### config.mk
export PLATFORM = sky130hd
export DESIGN_NAME = reg_a_load_ctrl
export DESIGN_NICKNAME = d
export VERILOG_FILES = /design/src/rtl/reg_a_load_ctrl.sv
export SDC_FILE = /design/constraint.sdc
export NUM_CORES = 1
export LEC_CHECK = 0
export BUFFER_PORTS_ARGS = -buffer_cell sky130_fd_sc_hd__buf_2
export CELL_PAD_IN_SITES_DETAIL_PLACEMENT = 1
export CELL_PAD_IN_SITES_GLOBAL_PLACEMENT = 1
export CORE_UTILIZATION = 35
export CTS_BUF_LIST = sky130_fd_sc_hd__clkbuf_16
export DETAILED_ROUTE_END_ITERATION = 10
export GPL_ROUTABILITY_DRIVEN = 0
export PLACE_DENSITY_LB_ADDON = 0.1
export SYNTH_ARGS = -nofsm -noshare
export SYNTH_HDL_FRONTEND = slang
export SYNTH_SLANG_ARGS = --single-unit
### constraint.sdc
create_clock -name clk_i -period 1.39 [get_ports clk_i]
set_input_delay 0.139 -clock clk_i [delete_from_list [all_inputs] [get_ports clk_i]]
set_output_delay 0.139 -clock clk_i [all_outputs]
set_load 0.1 [all_outputs]
### src/rtl/reg_a_load_ctrl.sv
// Register-A load sequencer: selects the A source, strobes memory reads for MEM_LATENCY cycles,
// pulses the A write enable and reports completion. Optional REG_A_LOAD_STATS_EN adds load_count_o.
module reg_a_load_ctrl #(
    parameter int MEM_LATENCY = 2
) (
    input  logic        clk_i,
    input  logic        reset_i,
    input  logic        req_valid_i,
    input  logic [1:0]  req_op_i,
    output logic        req_ready_o,
    input  logic        flush_i,
    output logic [1:0]  mux_a_sel_o,
    output logic        mem_read_o,
    output logic        a_write_o,
    output logic        busy_o,
    output logic        done_o,
    output logic        err_o
`ifdef REG_A_LOAD_STATS_EN
    ,
    output logic [15:0] load_count_o
`endif
);

    localparam int CW = 4;

    typedef enum logic [1:0] {
        IDLE     = 2'd0,
        MEM_WAIT = 2'd1,
        WRITE    = 2'd2,
        DONE     = 2'd3
    } state_t;

    localparam logic [1:0] OP_MEM = 2'b00;
    localparam logic [1:0] OP_ILL = 2'b11;

    state_t          state_q, state_d;
    logic [1:0]      op_q, op_d;
    logic [CW-1:0]   cnt_q, cnt_d;
    logic            err_q, err_d;

    always_comb begin
        state_d = state_q;
        op_d    = op_q;
        cnt_d   = cnt_q;
        err_d   = err_q;
        case (state_q)
            IDLE: begin
                // A flush in the same cycle drops the request entirely.
                if (req_valid_i && !flush_i) begin
                    op_d = req_op_i;
                    if (req_op_i == OP_MEM) begin
                        state_d = MEM_WAIT;
                        cnt_d   = CW'(MEM_LATENCY - 1);
                    end else if (req_op_i == OP_ILL) begin
                        state_d = DONE;
                        err_d   = 1'b1;
                    end else begin
                        state_d = WRITE;
                    end
                end
            end
            MEM_WAIT: begin
                if (cnt_q == '0) state_d = WRITE;
                else             cnt_d   = cnt_q - 1'b1;
            end
            WRITE: state_d = DONE;
            DONE: begin
                state_d = IDLE;
                err_d   = 1'b0;
            end
            default: state_d = IDLE;
        endcase
        if (flush_i) begin
            state_d = IDLE;
            cnt_d   = '0;
            err_d   = 1'b0;
        end
    end

    always_ff @(posedge clk_i) begin
        if (!reset_i) begin
            state_q <= IDLE;
            op_q    <= 2'b00;
            cnt_q   <= '0;
            err_q   <= 1'b0;
        end else begin
            state_q <= state_d;
            op_q    <= op_d;
            cnt_q   <= cnt_d;
            err_q   <= err_d;
        end
    end

    assign req_ready_o = (state_q == IDLE);
    assign busy_o      = (state_q != IDLE);
    assign mem_read_o  = (state_q == MEM_WAIT);
    assign a_write_o   = (state_q == WRITE);
    assign done_o      = (state_q == DONE);
    assign err_o       = err_q;
    assign mux_a_sel_o = op_q;

`ifdef REG_A_LOAD_STATS_EN
    logic [15:0] load_count_q;

    always_ff @(posedge clk_i) begin
        if (!reset_i)               load_count_q <= '0;
        else if (state_q == WRITE)  load_count_q <= load_count_q + 16'd1;
    end

    assign load_count_o = load_count_q;
`endif

endmodule

==> metrics.md, run 1 <==
| Metric | Value |
|---|---|
| Outcome | complete, but fails checks |
| Violated checks | negative setup slack |
| Synthesized cell area | 659 um2 |
| Post-synthesis mux area share | 0.0607 |
| Vias/cell | 4.96 |
| Crit path cell chain | inv_4 > ha_4 > buf_6 > clkinvlp_4 > buf_12 |
| Die Wd | 45.4 um |
| I/O pins | 14 |
| GRT Residual Overflow | 0 |
| Final worst path period share | 1.01 |
| DP HPWL | 1.22 mm |
| Std-Cell Rows | 15 |
| Worst IR Drop VDD | 0.000601 V |
| Crit path max-delay family | buffers and inverters |
| Root buf cell | clkbuf_16 |
| First-pass GRT wire length | 2.62 mm |
| Setup Skew | 0.00380 ns |
| Post-synth top area share | 0.273 |
| TritonCTS clock tree | yes |
| HP Class | in2reg |
| Area leader, netlist | dfxtp_1 |
| Synth-to-layout area growth | 54.5% |
| Total stage count of the critical path | 5 |
| Element type at the critical path end | output pin |
| Met1 Use GR | 0.206 |
| Met3 usage | 0.0595 |
| Prevailing post-synth register cell | dfxtp_1 |
| Post-synth EDFFs | 0 |
| Cts hold-fix bufs | 0 |
| GR Util All Layers | 0.182 |
| Final worst-path setup slack | -0.0162 ns |
| Area contributors post-synth | dfxtp_1, ha_1, nor2b_1 |
| Total number of vias | 590 |
| Met2 Use GR | 0.303 |
| Clock transition at path regs | 0.04 ns |
| XOR/XNOR Fraction of Synth Area | 0 |
| Slew HR | 0.679 |
| Commonest cells post-synth | dfxtp_1, ha_1, inv_1, nor2b_1 |
| Worst skew pair latency | 0.23 ns |
| Simple-Gate Fraction of Synth Area | 0.233 |
| Max-capacitance violation count | 0 |
| Die ar. | 2060 um2 |
| Vias in the first global route | 629 |
| R2R setup slack | 0.01 ns |
| Hold Crit Depth | 2 |
| Antenna viol nets, final | 0 |
| First drt pass iteration count | 4 |
| H-tree depth | 1 |
| Post CTS Setup Buffer Count | 0 |
| First DRT Iteration DRCs | 8 |
| Share of layout cells above drive strength 1 | 0.415 |
| RSZ-0062 raised after global routing | true |
| Core Util, Final | 0.584 |
| Wire per inst | 13.2 um |
| Syn Inst Count | 71 |
| CP peak stage delay | 0.36 ns |
| Req. time, crit path | 1.25 ns |
| Pin count of the biggest net entering global routing | 10 |
| Main combinational cell family by area after synthesis | simple AND/OR/NAND/NOR gates |
| Seq/Total Area, Yosys | 0.273 |
| Worst Path Max Fanout | 8 |
| Syn nets | 86 |
| Setup violators final | 1 |
| CP max-delay cell | dfxtp_4 |
| CP bufs+invs | 4 |
| Pwr/cell area | 1010 nW/um2 |
| Complex-gate fraction of the synthesized area | 0.197 |
| Tmin final | 1.41 ns |
| Max-slew violations | 0 |
| Nets | 110 |
| Global-route layer with the greatest usage | met2 |
| CORE AREA | 1750 um2 |
| Fmax | 0.711 GHz |
| Initial antenna violation count | 0 |
| DRC | 0 |
| Hold Violations, Final | 0 |
| Flops & latches, synth | 9 |
| Worst reg2reg path depth | 5 |
| Avg Synthesized Cell Area | 9.29 um2 |
| CP Data Arrival Time | 1.27 ns |
| Longest Clk Path Bufs | 2 |
| Adder-Cell Fraction of Synth Area | 0.171 |
| Netlist cell types | 29 |
| Slew of the pin with the lowest slew margin | 0.484 ns |
| Final Power | 1030 uW |
| Yosys Warn Count | 0 |
| Drt total wl | 1.57 mm |
| FFs w/ async S/R, synth | 0 |
| Leakage | 0.000452 uW |
| Antenna diodes | 0 |
| Starting Density | 0.378 |
| Die height | 45.4 um |
| CTS Buf Count | 3 |
| CP Class | reg2out |
| CP startpoint kind | flip-flop |
| Port Buf Inserts | 13 |
| Clock Sink Count | 9 |
kinds of logic (layout without fill, tap and decap cells):
logic type / after synthesis / in the layout
fa+ha+maj: 9 / 9
simple gates: 23 / 23
mux: 4 / 4
buf+inv: 11 / 34
flops: 9 / 9
compound gates: 15 / 15
worst paths after layout:
path	from	end
setup reg to reg	state_q[0]	cnt_q[1]
hold reg to reg	err_o	err_o
setup / recovery	state_q[0]	busy_o
hold / removal	reset_i	mux_a_sel_o[1]
where the power goes:
part | total, uW | switching [uW] | internal, uW
logic | 254 | 157 | 96.7
registers | 271 | 5.86 | 266
clock network | 505 | 128 | 376
repair_timing:
item / 4_1_cts / 5_1_grt
pin swaps: 1 / 2
endpoints found under the setup margin: 5 / 7
resized for setup: 2 / 6
state kept, by name (all words and copies together), names as in the netlist:
register / flops
state_q: 2
mux_a_sel_o: 2
cnt_q: 4
err_o: 1
layout by cell type, fill, tap and decap left out, drive strengths merged:
master | Yosys | final
o22ai | 1 | 1
o31a | 1 | 1
a21oi | 1 | 1
mux2i | 4 | 4
dfxtp | 9 | 9
clkbuf | 1 | 3
inv | 9 | 9
nand3b | 1 | 1
nand4b | 1 | 1
o21ai | 3 | 3
nand2b | 5 | 5
buf | 1 | 21
nor3b | 1 | 1
ha | 9 | 9
a211o | 1 | 1
nand2 | 5 | 5
or2 | 1 | 1
nand4 | 1 | 1
nor2b | 7 | 7
a2bb2oi | 2 | 2
o32ai | 2 | 2
a22oi | 1 | 1
a2111o | 1 | 1
o211a | 1 | 1
a221oi | 1 | 1
nor2 | 1 | 1
clkinvlp | 0 | 1
metal layers:
metal | routed length (um) | part of all wire
met5 | 0 | 0
met4 | 21 | 0.013
met2 | 767 | 0.49
met3 | 47 | 0.030
met1 | 732 | 0.47
stage by stage:
| step | setup WS (ns) | hold WS [ns] | TNS, ns | cells | area [um2] |
|---|---|---|---|---|---|
| 3_3_place_gp | 0.0113 | 0.399 | 0 | 115 | 916 |
| 3_5_place_dp | -0.0104 | 0.408 | -0.0161 | 115 | 916 |
| 6_report | -0.0162 | 0.171 | -0.0162 | 119 | 1020 |
| 5_1_grt | -0.0519 | 0.174 | -0.150 | 119 | 1020 |
| 2_1_floorplan | -0.143 | 0.267 | -0.649 | 71 | 699 |
| 4_1_cts | -0.0189 | 0.170 | -0.0189 | 119 | 1000 |
cell type report:
type	instances	area, um2
Clock buffer	3	75.1
Inverter	9	42.5
Multi-Input combinational cell	51	477
Clock inverter	1	3.75
Tap cell	25	31.3
Fill cell	206	727
Timing Repair Buffer	21	204
Sequential cell	9	185
Note: power is estimated with default switching activity, not from simulation.
==> run 2: changes to the inputs <==
--- a/config.mk
+++ b/config.mk
@@ -12,7 +12,7 @@
 export CTS_BUF_LIST = sky130_fd_sc_hd__clkbuf_16
 export DETAILED_ROUTE_END_ITERATION = 10
 export GPL_ROUTABILITY_DRIVEN = 0
-export PLACE_DENSITY_LB_ADDON = 0.1
+export PLACE_DENSITY = 0.69
 export SYNTH_ARGS = -nofsm -noshare
 export SYNTH_HDL_FRONTEND = slang
 export SYNTH_SLANG_ARGS = --single-unit
==> metrics.md, run 2 (synthesized netlist as in run 1, its figures left out) <==
| Metric | Value |
|---|---|
| Total number of vias | 604 (was 590) |
| Wire per inst | 15.3 um (was 13.2 um) |
| CP Data Arrival Time | 1.53 ns (was 1.27 ns) |
| Longest Clk Path Bufs | 2 (unchanged) |
| Share of layout cells above drive strength 1 | 0.427 (was 0.415) |
| Post-Layout Cell Count | 121 (was 119) |
| Hold Violations, Final | 0 (unchanged) |
| CTS Buf Count | 3 (unchanged) |
| Setup Skew | 0.00209 ns (was 0.00380 ns) |
| Total negative slack | -0.0533 ns (was -0.0162 ns) |
| Reg-to-Reg Start | cnt_q[1] (was state_q[0]) |
| DP HPWL | 1.20 mm (was 1.22 mm) |
| CORE AREA | 1750 um2 (unchanged) |
| Antenna viol nets, final | 0 (unchanged) |
| H-tree depth | 1 (unchanged) |
| DRC | 0 (unchanged) |
| Crit path cell chain | inv_1 > ha_1 > nor3b_4 > a22oi_1 > o211a_1 (was inv_4 > ha_4 > buf_6 > clkinvlp_4 > buf_12) |
| Max-slew violations | 0 (unchanged) |
| Met2 Use GR | 0.363 (was 0.303) |
| Fmax | 0.708 GHz (was 0.711 GHz) |
| Internal power | 746 uW (was 739 uW) |
| Final Power | 1040 uW (was 1030 uW) |
| Worst IR Drop VDD | 0.00109 V (was 0.000601 V) |
| Die height | 45.4 um (unchanged) |
| Vias in the first global route | 620 (was 629) |
| CP startpoint kind | flip-flop (unchanged) |
| I/O pins | 14 (unchanged) |
| Clock transition at path regs | 0.04 ns (about the same) |
| Worst Path Max Fanout | 4 (was 8) |
| Setup violators final | 4 (was 1) |
| Nets | 112 (was 110) |
| Slew HR | 0.680 (was 0.679) |
| Hold slack final | 0.165 ns (was 0.171 ns) |
| Met3 usage | 0.0714 (was 0.0595) |
| TritonCTS clock tree | yes (unchanged) |
| First DRT Iteration DRCs | 9 (was 8) |
| Starting Density | 0.378 (unchanged) |
| Sw Share | 0.285 (was 0.283) |
| Die ar. | 2060 um2 (unchanged) |
| Pin count of the biggest net entering global routing | 10 (unchanged) |
| Worst setup path start | cnt_q[1] (was state_q[0]) |
| Fill cell count | 188 (was 206) |
| Vias/cell | 4.99 (was 4.96) |
| CP max-delay cell | dfxtp_2 (was dfxtp_4) |
| Die Wd | 45.4 um (unchanged) |
| Clock network power share | 0.485 (was 0.490) |
| Req. time, crit path | 1.51 ns (was 1.25 ns) |
| Initial antenna violation count | 0 (unchanged) |
| Final worst path period share | 1.02 (was 1.01) |
| HP Class | in2reg (unchanged) |
| Synth-to-layout area growth | 58.8% (was 54.5%) |
| Max reg flops | 4 (unchanged) |
| Pwr/cell area | 996 nW/um2 (was 1010 nW/um2) |
| GRT Residual Overflow | 0 (unchanged) |
| Outcome | complete, but fails checks (unchanged) |
| Antenna diodes | 0 (unchanged) |
| Leakage | 0.000467 uW (was 0.000452 uW) |
| Std-Cell Rows | 15 (unchanged) |
| Max-capacitance violation count | 0 (unchanged) |
| Element type at the critical path end | flip-flop (was output pin) |
| Final worst-path setup slack | -0.0234 ns (was -0.0162 ns) |
| Port Buf Inserts | 13 (unchanged) |
| Sequential share of power | 0.261 (was 0.264) |
| Reg with most FFs | cnt_q (unchanged) |
| Most common cell after layout, fill and taps aside | buf_4 (was buf_2) |
| First-pass GRT wire length | 2.88 mm (was 2.62 mm) |
| Min-delay src | reset_i (unchanged) |
| Tmin final | 1.41 ns (about the same) |
| Worst reg2reg path depth | 5 (unchanged) |
| Global-route layer with the greatest usage | met2 (unchanged) |
| Worst skew pair latency | 0.24 ns (was 0.23 ns) |
| Most frequent cells in the layout | buf_4, buf_2, inv_1, nor2b_1, ha_1 (was buf_2, nor2b_1, dfxtp_1, buf_4, ha_1) |
| Comb power frac | 0.254 (was 0.247) |
| Slew of the pin with the lowest slew margin | 0.484 ns (about the same) |
| Clock Sink Count | 9 (unchanged) |
| First drt pass iteration count | 4 (unchanged) |
| Psw | 298 uW (was 292 uW) |
| Root buf cell | clkbuf_16 (unchanged) |
| GR Util All Layers | 0.206 (was 0.182) |
| CP Class | reg2reg (was reg2out) |
| Hold Crit Depth | 2 (unchanged) |
| Met1 Use GR | 0.225 (was 0.206) |
| CP peak stage delay | 0.32 ns (was 0.36 ns) |
| RSZ-0062 raised after global routing | true (unchanged) |
| Drt total wl | 1.85 mm (was 1.57 mm) |
| Dpl cells | 112 (was 115) |
| Violated checks | negative setup slack (unchanged) |
-- run 2: layout make-up --
cell class / count / area [um2] / share of cell area
multi-input combinational: 51 / 488 / 0.466
timing repair buffer: 23 / 219 / 0.209
sequential: 9 / 188 / 0.179
clock buffer: 3 / 75.1 / 0.0717
inverter: 9 / 42.5 / 0.0406
tap: 25 / 31.3 / 0.0299
clock inverter: 1 / 3.75 / 0.00358
-- run 2: per-layer routing --
| metal | wire length (um) | vias to the layer above |
|---|---|---|
| met5 | 0 | - |
| met4 | 22 | 0 |
| met3 | 52 | 4 |
| met2 | 1050 | 8 |
| met1 | 725 | 293 |
| li1 | - | 299 |
-- run 2: worst paths after layout --
path                          to  slack, ns
hold / removal    mux_a_sel_o[1]       0.16
hold reg to reg         cnt_q[1]       0.49
setup reg to reg        cnt_q[0]      -0.02
setup / recovery        cnt_q[0]      -0.02
-- run 2: what timing repair did --
item	in CTS	in global routing
setup buffers	2	3
pin swaps	1	1
gates resized for setup	7	2
gates cloned	0	0
setup endpoints to repair	6	6
hold buffers	0	0
-- run 2: critical path, delay by kind of cell, from the launching register on --
family                     cells  cell delay, ns
AOI/OAI and AO/OA              2            0.42
adders and majority gates      1            0.16
buffers and inverters          1            0.10
DFF                            1            0.32
and+or+nand+nor                1            0.29
-- run 2: per-stage QoR --
step                worst slack, ns  utilization  instance area (um2)
detailed placement          -0.0397        0.512                  893
floorplan                    -0.143            -                  699
finish                      -0.0234        0.600                 1050
global placement            -0.0396        0.512                  893
global route                 -0.107        0.600                 1050
CTS                        -0.00580        0.577                 1010
-- run 2: power by group through the flow --
stage	combinational, uW	clock (uW)	sequential (uW)
5_1_grt	281	529	273
2_1_floorplan	150	0	301
4_1_cts	258	512	272
3_3_place_gp	245	0	276
3_5_place_dp	245	0	276
6_report	265	506	272
==> run 3: changes to the inputs <==
==> config.mk (replaced) <==
export PLATFORM = sky130hd
export DESIGN_NAME = reg_a_load_ctrl
export DESIGN_NICKNAME = d
export VERILOG_FILES = /design/src/rtl/reg_a_load_ctrl.sv
export SDC_FILE = /design/constraint.sdc
export NUM_CORES = 1
export LEC_CHECK = 0
export CELL_PAD_IN_SITES_DETAIL_PLACEMENT = 1
export CELL_PAD_IN_SITES_GLOBAL_PLACEMENT = 1
export CORE_UTILIZATION = 38
export CTS_BUF_LIST = sky130_fd_sc_hd__clkbuf_16
export DETAILED_ROUTE_END_ITERATION = 10
export DONT_BUFFER_PORTS = 1
export GPL_ROUTABILITY_DRIVEN = 0
export PLACE_DENSITY = 0.65
export SYNTH_ARGS = -nofsm -noshare
export SYNTH_HDL_FRONTEND = slang
export SYNTH_SLANG_ARGS = --single-unit
==> metrics.md, run 3 (synthesized netlist as in run 1, its figures left out) <==
| Metric | Value |
|---|---|
| Sequential Area | 188 um2 (unchanged) |
| First-pass GRT wire length | 3.15 mm (was 2.88 mm) |
| Outcome | complete, but fails checks (unchanged) |
| Hold Violations, Final | 0 (unchanged) |
| Die height | 43.7 um (was 45.4 um) |
| RSZ-0062 raised after global routing | true (unchanged) |
| Total number of vias | 622 (was 604) |
| Longest Clk Path Bufs | 2 (unchanged) |
| Most frequent cells in the layout | buf_4, nor2b_1 (was buf_4, buf_2, inv_1, nor2b_1, ha_1) |
| Violated checks | design-rule violations, negative setup slack (was negative setup slack) |
| Initial antenna violation count | 0 (unchanged) |
| TritonCTS clock tree | yes (unchanged) |
| Pwr/cell area | 985 nW/um2 (was 996 nW/um2) |
| Reg with most FFs | cnt_q (unchanged) |
| Slew HR | 0.804 (was 0.680) |
| Clock Sink Count | 9 (unchanged) |
| Synth-to-layout area growth | 58.8% (unchanged) |
| Max-capacitance violation count | 0 (unchanged) |
| CP Data Arrival Time | 1.53 ns (about the same) |
| Cts hold-fix bufs | 0 (unchanged) |
| Root buf cell | clkbuf_16 (unchanged) |
| Element type at the critical path end | flip-flop (unchanged) |
| Die ar. | 1910 um2 (was 2060 um2) |
| Final worst-path setup slack | -0.0150 ns (was -0.0234 ns) |
| GRT Residual Overflow | 0 (unchanged) |
| Wire per inst | 20.0 um (was 15.3 um) |
| Clock transition at path regs | 0.04 ns (about the same) |
| Min-delay src | reset_i (unchanged) |
| Nets | 115 (was 112) |
| CORE AREA | 1560 um2 (was 1750 um2) |
| H-tree depth | 1 (unchanged) |
| Setup violators final | 2 (was 4) |
| CP Class | reg2reg (unchanged) |
| Reg-to-Reg Start | state_q[0] (was cnt_q[1]) |
| Area of the multi-input gates | 502 um2 (was 488 um2) |
| I/O pins | 14 (unchanged) |
| Setup Skew | 0.000934 ns (was 0.00209 ns) |
| Vias/cell | 5.41 (was 4.99) |
| R2R setup slack | -0.01 ns (was -0.02 ns) |
| Fmax | 0.712 GHz (was 0.708 GHz) |
| GR Util All Layers | 0.239 (was 0.206) |
| CP startpoint kind | flip-flop (unchanged) |
| Max reg flops | 4 (unchanged) |
| Most common cell after layout, fill and taps aside | buf_4 (unchanged) |
| Worst Path Max Fanout | 5 (was 4) |
| DP HPWL | 1.24 mm (was 1.20 mm) |
| Hold slack final | 0.0323 ns (was 0.165 ns) |
| DRC | 1 (was 0) |
| Worst setup path start | state_q[0] (was cnt_q[1]) |
| Drt total wl | 2.30 mm (was 1.85 mm) |
| Fill cell count | 167 (was 188) |
| Port Buf Inserts | 0 (was 13) |
| Leakage | 0.000472 uW (was 0.000467 uW) |
| Req. time, crit path | 1.51 ns (about the same) |
| Antenna diodes | 0 (unchanged) |
| Share of layout cells above drive strength 1 | 0.495 (was 0.427) |
| Final Power | 1030 uW (was 1040 uW) |
| Pin count of the biggest net entering global routing | 10 (unchanged) |
| Worst IR Drop VDD | 0.000852 V (was 0.00109 V) |
| Antenna viol nets, final | 0 (unchanged) |
| Worst skew pair latency | 0.24 ns (about the same) |
| Max-slew violations | 0 (unchanged) |
| CTS Buf Count | 3 (unchanged) |
| Vias in the first global route | 689 (was 620) |
| Final worst path period share | 1.01 (was 1.02) |
| Std-Cell Rows | 14 (was 15) |
| HP Class | in2reg (unchanged) |
| First DRT Iteration DRCs | 13 (was 9) |
| Tmin final | 1.40 ns (was 1.41 ns) |
| First drt pass iteration count | 7 (was 4) |
| Die Wd | 43.7 um (was 45.4 um) |
| Slew of the pin with the lowest slew margin | 0.294 ns (was 0.484 ns) |
| Starting Density | 0.423 (was 0.378) |
run 3: cell types whose count changed in the layout (fill, tap and decap cells not counted), sizes merged:
| cell | before | now |
|---|---|---|
| buf | 23 | 26 |
run 3: worst paths after layout:
check,depth (start not counted),endpoint
max,5,cnt_q[0]
min,1,mux_a_sel_o[1]
max reg2reg,5,cnt_q[0]
min reg2reg,2,err_o
run 3: metrics by stage:
step | utilization | worst slack (ns) | instance area, um2 | setup TNS [ns] | instances
floorplan | - | -0.143 | 699 | -0.649 | 71
global placement | 0.551 | 0.0431 | 860 | 0 | 104
detailed placement | 0.551 | 0.0129 | 860 | 0 | 104
CTS | 0.623 | 0.00574 | 971 | 0 | 111
global route | 0.672 | -0.0584 | 1050 | -0.349 | 115
finish | 0.672 | -0.0150 | 1050 | -0.0268 | 115
run 3: critical path, stage by stage, from the launching register on:
cell and delay, ns:
dfxtp_4 0.36, buf_4 0.12, ha_4 0.16, inv_1 0.10, a2111o_1 0.42, o211a_1 0.13
run 3: final cells by class:
| type | count | share of cell area |
|---|---|---|
| Sequential cell | 9 | 0.179 |
| Tap cell | 16 | 0.0191 |
| Clock buffer | 3 | 0.0717 |
| Clock inverter | 1 | 0.00358 |
| Inverter | 9 | 0.0382 |
| Multi-Input combinational cell | 51 | 0.479 |
| Timing Repair Buffer | 26 | 0.209 |
run 3: routing by layer:
metal | routed length, um | up-vias | part of all wire | track usage
met5 | 0 | - | 0 | 0
met4 | 32 | 0 | 0.014 | 0.113
met3 | 86 | 4 | 0.037 | 0.0833
met2 | 1220 | 14 | 0.53 | 0.412
met1 | 967 | 300 | 0.42 | 0.261
li1 | - | 304 | - | -
run 3: what timing repair did:
item                       CTS  global route
setup endpoints to repair    7             7
pin swaps                    3             3
gates resized for setup      2            13
setup buffers                3             4
run 3: report_power, final:
part / switching, uW / total [uW] / internal [uW]
clock network: 129 / 505 / 376
registers: 5.71 / 271 / 266
logic: 159 / 255 / 95.5
